===== src/rtl/pid_pipe.sv =====
// Three-stage pipelined PID balance controller with soft-start timer.
// Optional soft-start output clamp: define PID_SS_CLAMP_EN.
module pid_pipe #(
    parameter int IN_W    = 16,
    parameter int ERR_W   = 10,
    parameter int OUT_W   = 12,
    parameter int P_COEFF = 9,
    parameter int I_W     = 18,
    parameter int I_SHIFT = 6,
    parameter int D_SHIFT = 6,
    parameter int SS_W    = 8,
    parameter int SS_PRE  = 19
) (
    input  logic             clk,
    input  logic             rst,
    input  logic             vld,
    input  logic             pwr_up,
    input  logic             rider_off,
    input  logic [IN_W-1:0]  ptch,
    input  logic [IN_W-1:0]  ptch_rt,
    output logic [SS_W-1:0]  ss_tmr,
    output logic [OUT_W-1:0] PID_cntrl,
    output logic             cntrl_vld
);

    localparam int P_W   = ERR_W + 6;
    localparam int SUM_W = OUT_W + 4;
    localparam int CNT_W = SS_W + SS_PRE;

    localparam logic signed [IN_W-1:0] ERR_MAX = IN_W'(2**(ERR_W-1) - 1);
    localparam logic signed [IN_W-1:0] ERR_MIN = IN_W'(-(2**(ERR_W-1)));
    localparam logic signed [SUM_W-1:0] OUT_MAX = SUM_W'(2**(OUT_W-1) - 1);
    localparam logic signed [SUM_W-1:0] OUT_MIN = SUM_W'(-(2**(OUT_W-1)));
    localparam logic signed [P_W-1:0] P_K = P_W'(P_COEFF);

    logic                    v1;
    logic                    v2;
    logic signed [ERR_W-1:0] err1;
    logic signed [IN_W-1:0]  rt1;
    logic signed [P_W-1:0]   p2;
    logic signed [IN_W-1:0]  d2;
    logic signed [I_W-1:0]   integ;
    logic [CNT_W-1:0]        ss_cnt;

    logic signed [ERR_W-1:0] err_sat;
    logic signed [P_W-1:0]   p_nxt;
    logic signed [IN_W-1:0]  d_nxt;
    logic signed [I_W-1:0]   i_add;
    logic signed [I_W-1:0]   i_sum;
    logic                    i_ovf;
    logic signed [I_W-1:0]   i_sh;
    logic signed [SUM_W-1:0] sum;
    logic signed [SUM_W-1:0] clip;
    logic [OUT_W-1:0]        out_nxt;
`ifdef PID_SS_CLAMP_EN
    localparam int SS_SH = OUT_W - 1 - SS_W;
    logic signed [SUM_W-1:0] lim;
`endif

    assign ss_tmr = ss_cnt[CNT_W-1 -: SS_W];

    always_comb begin
        err_sat = ptch[ERR_W-1:0];
        if ($signed(ptch) > ERR_MAX) begin
            err_sat = ERR_MAX[ERR_W-1:0];
        end else if ($signed(ptch) < ERR_MIN) begin
            err_sat = ERR_MIN[ERR_W-1:0];
        end
    end

    always_comb begin
        p_nxt = P_K * P_W'(err1);
        d_nxt = -(rt1 >>> D_SHIFT);
        i_add = I_W'(err1);
        i_sum = integ + i_add;
        // Same-sign operands producing a flipped sign means wrap-around.
        i_ovf = (integ[I_W-1] == i_add[I_W-1])
             && (i_sum[I_W-1] != integ[I_W-1]);
    end

    always_comb begin
        i_sh = integ >>> I_SHIFT;
        sum  = SUM_W'(p2) + SUM_W'(i_sh) + SUM_W'(d2);
        clip = sum;
        if (sum > OUT_MAX) begin
            clip = OUT_MAX;
        end else if (sum < OUT_MIN) begin
            clip = OUT_MIN;
        end
`ifdef PID_SS_CLAMP_EN
        lim = SUM_W'(ss_tmr) << SS_SH;
        if (lim > OUT_MAX) begin
            lim = OUT_MAX;
        end
        if (clip > lim) begin
            clip = lim;
        end else if (clip < -lim) begin
            clip = -lim;
        end
`endif
        out_nxt = clip[OUT_W-1:0];
    end

    always_ff @(posedge clk) begin
        if (rst) begin
            v1        <= 1'b0;
            v2        <= 1'b0;
            err1      <= '0;
            rt1       <= '0;
            p2        <= '0;
            d2        <= '0;
            integ     <= '0;
            ss_cnt    <= '0;
            PID_cntrl <= '0;
            cntrl_vld <= 1'b0;
        end else begin
            v1 <= vld;
            if (vld) begin
                err1 <= err_sat;
                rt1  <= ptch_rt;
            end
            v2 <= v1;
            if (v1) begin
                p2 <= p_nxt;
                d2 <= d_nxt;
            end
            if (rider_off) begin
                integ <= '0;
            end else if (v1 && !i_ovf) begin
                integ <= i_sum;
            end
            cntrl_vld <= v2;
            if (v2) begin
                PID_cntrl <= out_nxt;
            end
            if (!pwr_up) begin
                ss_cnt <= '0;
            end else if (ss_tmr != '1) begin
                ss_cnt <= ss_cnt + CNT_W'(1);
            end
        end
    end

endmodule

===== config.mk =====
export PLATFORM = sky130hd
export DESIGN_NAME = pid_pipe
export DESIGN_NICKNAME = d
export VERILOG_FILES = /design/src/rtl/pid_pipe.sv
export SDC_FILE = /design/constraint.sdc
export NUM_CORES = 1
export LEC_CHECK = 0
export ABC_CLOCK_PERIOD_IN_PS = 3900
export BUFFER_PORTS_ARGS = -buffer_cell sky130_fd_sc_hd__buf_2
export CORE_MARGIN = 10
export CORE_UTILIZATION = 50
export CTS_CLUSTER_DIAMETER = 50
export CTS_CLUSTER_SIZE = 8
export DETAILED_ROUTE_END_ITERATION = 8
export PLACE_DENSITY = 0.73
export SYNTH_ARGS = -nofsm -noshare
export SYNTH_HDL_FRONTEND = slang
export SYNTH_SLANG_ARGS = --single-unit

===== constraint.sdc =====
create_clock -name clk -period 3.9 [get_ports clk]
set_input_delay 0.585 -clock clk [delete_from_list [all_inputs] [get_ports clk]]
set_output_delay 0.585 -clock clk [all_outputs]
set_load 0.02 [all_outputs]

======== After elaboration in Yosys (flattened, before gate mapping) ========
Cells that the tools add are included.
storage, ports and cells
  logic and storage cells ................. 33
  input port bits ......................... 37
  output and inout port bits .............. 21
  flip-flop bits (word level) ............. 118
cells by class
  reduce and logical (&&, ||, !) cells .... 5
  eq/ne operators ......................... 3
  bitwise operators ....................... 1
  mux-type cells .......................... 4
  multiply operators ...................... 1
  add/subtract/negate cells ............... 5
  magnitude comparators ................... 4
operators with widths
  kind                   number
  $add 27x1->27 const B  1
  $mux 12                2
  $mux 10                2
  $add 18x10->18         1
  $add 16x12->16         1
  $add 16x16->16         1
  $gt 16x10->1 const B   1
  $gt 16x12->1 const B   1
  $lt 16x10->1 const B   1
  $lt 16x12->1 const B   1
  $neg 10->16            1
  $mul 5x10->15 const A  1
  $ne 8x8->1 const B     1
  $reduce_or 2->1        2
  $logic_and 1x1->1      2
  $eq 1x1->1             1
  $logic_not 1->1        1
  $ne 1x1->1             1
  $not 1->1              1

======== Depth between registers and ports, before layout ========
  word-level depth ........................ 5
  depth in mapped cells ................... 14
  depth with buffers taken out ............ 13

======== Worst setup path before layout ========
Ideal clock, no wire load.
  path type ............................... register to register
  from .................................... register p2[1]
  to ...................................... register PID_cntrl[0]
  setup time .............................. 0.134 ns
  data required time ...................... 3.766 ns
  cell stages (with the launch flop) ...... 15
  clock period less this slack ............ 3.285 ns
  setup slack ............................. 0.615 ns
  path buffers ............................ 1
  arrival ................................. 3.151 ns
  cells stage by stage .................... dfxtp_1 inv_1 fa_1 inv_1 ha_1 fa_1 a211oi_1 o21ai_1 a31oi_2 o21ai_0 a311o_1 a41o_1 buf_2 nand2_1 a211oi_1
on the way
  cells in the longest elaborated chain, start to end .. 5
  elaborated cells on any way between the ends .. 6
  those cells by class .................... add/sub (2); order compare (2); mux (2)
RTL lines
  item                      line  text
  start: declaration        40    logic signed [P_W-1:0] p2;
  start signal: assignment  124   p2 <= p_nxt;
  $add 16x12->16 (*)        83    sum = SUM_W'(p2) + SUM_W'(i_sh) + SUM_W'(d2);
  $add 16x16->16 (*)        83
  $lt 16x12->1              87    end else if (sum < OUT_MIN) begin
  $mux 12                   87
  $mux 12 (*)               85    if (sum > OUT_MAX) begin
  end signal: assignment    134   PID_cntrl <= out_nxt;
  end: declaration          22    output logic [OUT_W-1:0] PID_cntrl,
Mark *: on every way between the ends. The rest lies on a longest branch, timed or not.
A chain may end at the register's enable or synchronous reset.

======== Worst setup path after layout ========
  from .................................... register p2[1]
  to ...................................... register PID_cntrl[5]
Same word-level chain as after synthesis.

==> flow_metrics.tcl <==
set metrics [dict create \
    core_um2 13100 \
    syn2layout_area_growth_pct 9.57 \
    ant_nets 0 \
    cp_max_fo 11 \
    ir_drop_v 0.000208 \
    min_period_over_period 0.929 \
    grt_pass1_wl_mm 23.7 \
    grt_use_total 0.157 \
    final.setup_skew_ns 0.00861 \
    synthSimpleGateAreaFrac 0.174 \
    fill_cells 1164 \
    status "finished, final reports clean" \
    clockRootBuffer "clkbuf_16" \
    cts_buffers 9 \
    finalSetupTns_ns 0 \
    period_needed_ns 3.62 \
    io_pins 58 \
    num_antenna_cells 0 \
    rrSetupSlack_ns 0.28 \
    rsz0062_at_grt "no" \
    setup_slack_ns 0.279 \
    critical_path.max_stage_delay_ns 0.53 \
    report.final.slew_viol_count 0 \
    dieArea_um2 18300 \
    grt_max_degree 42 \
    min_to "rt1[14]$_SDFFE_PP0P_" \
    cts_tree "done" \
    fmax_mhz 276 \
    yosys_warnings 0 \
    portBuffers 51 \
    synth_ff_type "dfxtp_1" \
    hpwl_mm 10.9 \
    arrival_ns 3.84 \
    nNetsFinal 873 \
    antenna_found_initial 0 \
    crit_type "reg2reg" \
    dp_slack_ns 0.260 \
    hold_buffers 0 \
    path_cells "inv_1, fa_1, inv_1, ha_1, fa_1, a211oi_1, o21ai_1, a31oi_2, o21ai_0, a311o_1, a41o_1, o211ai_1, a211oi_1" \
    p_per_area_nw_per_um2 345 \
    synth_cell_types 59 \
    clkTransAtPathRegs_ns 0.08 \
    setup_viol 0 \
    finalHoldViolCount 0 \
    slowest_stage "fa_1" \
    synthesis.area_um2 6630 \
    drtIter0Drc 283 \
    crit_buf_inv 2 \
    avgViaCountPerCell 5.46 \
    gp_congestion 0.865 \
    cap_violations 0 \
    drc_errors 0 \
    insertion_delay_ns 0.36 \
    syn_inst 736 \
    synthAdderAreaFrac 0.149 \
    first_pass_iters 4 \
    reg2reg_from "p2[1]$_SDFFE_PP0P_" \
    clock_sinks 111 \
    h-tree-depth 3 \
    synth.area.mux_share 0.0695 \
    ys_ff_latch 111 \
    synth_xor_area_frac 0.0832 \
    routed_wl_mm 14.1 \
    syn_nets 841 \
    die_x_um 135 \
    p_leak_uw 0.00308 \
    clk_path_buf_depth 2 \
    whs_path_depth 3 \
    async_flop_share 0 \
    tightest_slew_ns 0.928 \
    slew_headroom 0.381 \
    synth_edf_count 0 \
    cp-end-kind "flop" \
    first_global_vias 5049 \
    multiInputGateArea_um2 4140 \
    ys_seq_area_frac 0.335 \
    start_kind "flop" \
    row_count 42 \
    final-seq-area_um2 2220 \
    ff2ff_path_depth 13 \
    die_height_um 135 \
    wl_per_cell_um 14.9 \
    synth_top_family_by_area "simple AND/OR/NAND/NOR gates" \
    layout-drive-gt1-share 0.111 \
    synth_compound_area_frac 0.148 \
    r2r-end "PID_cntrl[5]$_SDFFE_PP0P_" \
    floorplan.initialDensity 0.505 \
    required_ns 4.12 \
    gr-total-overflow 0 \
    hp-class "in2reg" \
    vias 5183 \
    avgSynthCellArea_um2 9.01 \
    worstHoldStart "ptch_rt[14]" \
    critPathTopFamily "compound AO/OA/AOI/OAI gates" \
]
-- metrics by stage --
| stage | hold WS [ns] | total power [uW] | cell area, um2 | utilization | std cells |
|---|---|---|---|---|---|
| 4_1_cts | 0.452 | 2530 | 7260 | 0.553 | 949 |
| 2_1_floorplan | 0.449 | 1530 | 6630 | - | 736 |
| 3_3_place_gp | 0.468 | 1610 | 6970 | 0.531 | 933 |
| 3_5_place_dp | 0.472 | 1630 | 6970 | 0.531 | 933 |
| 5_1_grt | 0.462 | 2630 | 7260 | 0.553 | 949 |
| 6_report | 0.465 | 2500 | 7260 | 0.553 | 949 |
-- per-layer routing --
layer	vias up	track usage	share of wire
li1	2637	-	-
met1	2431	0.186	0.45
met2	90	0.258	0.47
met3	25	0.0453	0.051
met4	0	0.0688	0.027
met5	-	0	0
-- worst reg2reg max path: stages (launching register included) --
cell,delay [ns]
dfxtp_1,0.33
inv_1,0.06
fa_1,0.53
inv_1,0.05
ha_1,0.23
fa_1,0.44
a211oi_1,0.28
o21ai_1,0.15
a31oi_2,0.32
o21ai_0,0.14
a311o_1,0.40
a41o_1,0.33
o211ai_1,0.14
a211oi_1,0.09
-- state kept, by name, indices dropped and copies added, names as in the netlist --
| register | count |
|---|---|
| PID_cntrl | 12 |
| cntrl_vld | 1 |
| d2 | 16 |
| err1 | 10 |
| integ | 18 |
| p2 | 15 |
| rt1 | 10 |
| ss_cnt | 27 |
| v1 | 1 |
| v2 | 1 |
-- logic make-up (layout without fill, tap and decap cells) --
kind of cell    after synthesis  in the layout
simple gates                229            229
compound gates              157            157
flops                       111            111
fa+ha+maj                    68             68
xor+xnor                     63             63
buf+inv                      62             99
mux                          46             46
-- layout by cell type, fill, tap and decap left out, types with 5 or more instances in the layout --
cell / instances
a211oi_1: 17
a21o_1: 11
a21oi_1: 56
and3_1: 6
and4_1: 6
buf_2: 51
clkbuf_16: 9
dfxtp_1: 111
fa_1: 18
ha_1: 50
inv_1: 28
mux2i_1: 46
nand2_1: 31
nand2b_1: 21
nand3_1: 11
nand3b_1: 5
nand4_1: 7
nor2_1: 93
nor2b_1: 9
nor3_1: 9
o211ai_1: 7
o21a_1: 5
o21ai_0: 30
o21bai_1: 5
or2_2: 5
or3_1: 8
xnor2_1: 36
xor2_1: 27
-- Yosys cell counts, types with 16 or more instances --
library cell,number,area share
a211oi_1,17,0.019
a21oi_1,56,0.042
clkbuf_1,16,0.0091
dfxtp_1,111,0.34
fa_1,18,0.054
ha_1,50,0.094
inv_1,28,0.016
mux2i_1,46,0.069
nand2_1,31,0.018
nand2b_1,21,0.020
nor2_1,93,0.053
o21ai_0,30,0.023
xnor2_1,36,0.048
xor2_1,27,0.036
-- area by class of cell --
cell class | instances | share of cell area
well taps | 176 | 0.0303
clock inverters | 6 | 0.00844
inverters | 28 | 0.0145
multi-input cells | 563 | 0.570
clock buffers | 10 | 0.0315
repair buffers | 55 | 0.0393
flip-flops and latches | 111 | 0.306
-- where the power goes --
group | internal, uW | total (uW) | switching (uW)
clock network | 450 | 900 | 450
registers | 1180 | 1220 | 43.2
logic | 172 | 385 | 213
-- worst max path at each step --
stage | end | slack [ns] | from | cells after the start
final | PID_cntrl[5]$_SDFFE_PP0P_ | 0.28 | p2[1]$_SDFFE_PP0P_ | 13
after CTS | PID_cntrl[10]$_SDFFE_PP0P_ | 0.25 | p2[1]$_SDFFE_PP0P_ | 13
after detailed placement | PID_cntrl[10]$_SDFFE_PP0P_ | 0.26 | p2[1]$_SDFFE_PP0P_ | 13
after global routing | PID_cntrl[5]$_SDFFE_PP0P_ | 0.003 | p2[1]$_SDFFE_PP0P_ | 13
after floorplan | PID_cntrl[0]$_SDFFE_PP0P_ | 0.62 | p2[1]$_SDFFE_PP0P_ | 14
after global placement | PID_cntrl[5]$_SDFFE_PP0P_ | 0.34 | p2[1]$_SDFFE_PP0P_ | 13
-- timing repair --
action	4_1_cts	5_1_grt
gates resized for setup	0	1
setup endpoints to repair	0	8
buffers inserted	0	0
(Power assumes the default switching activity.)
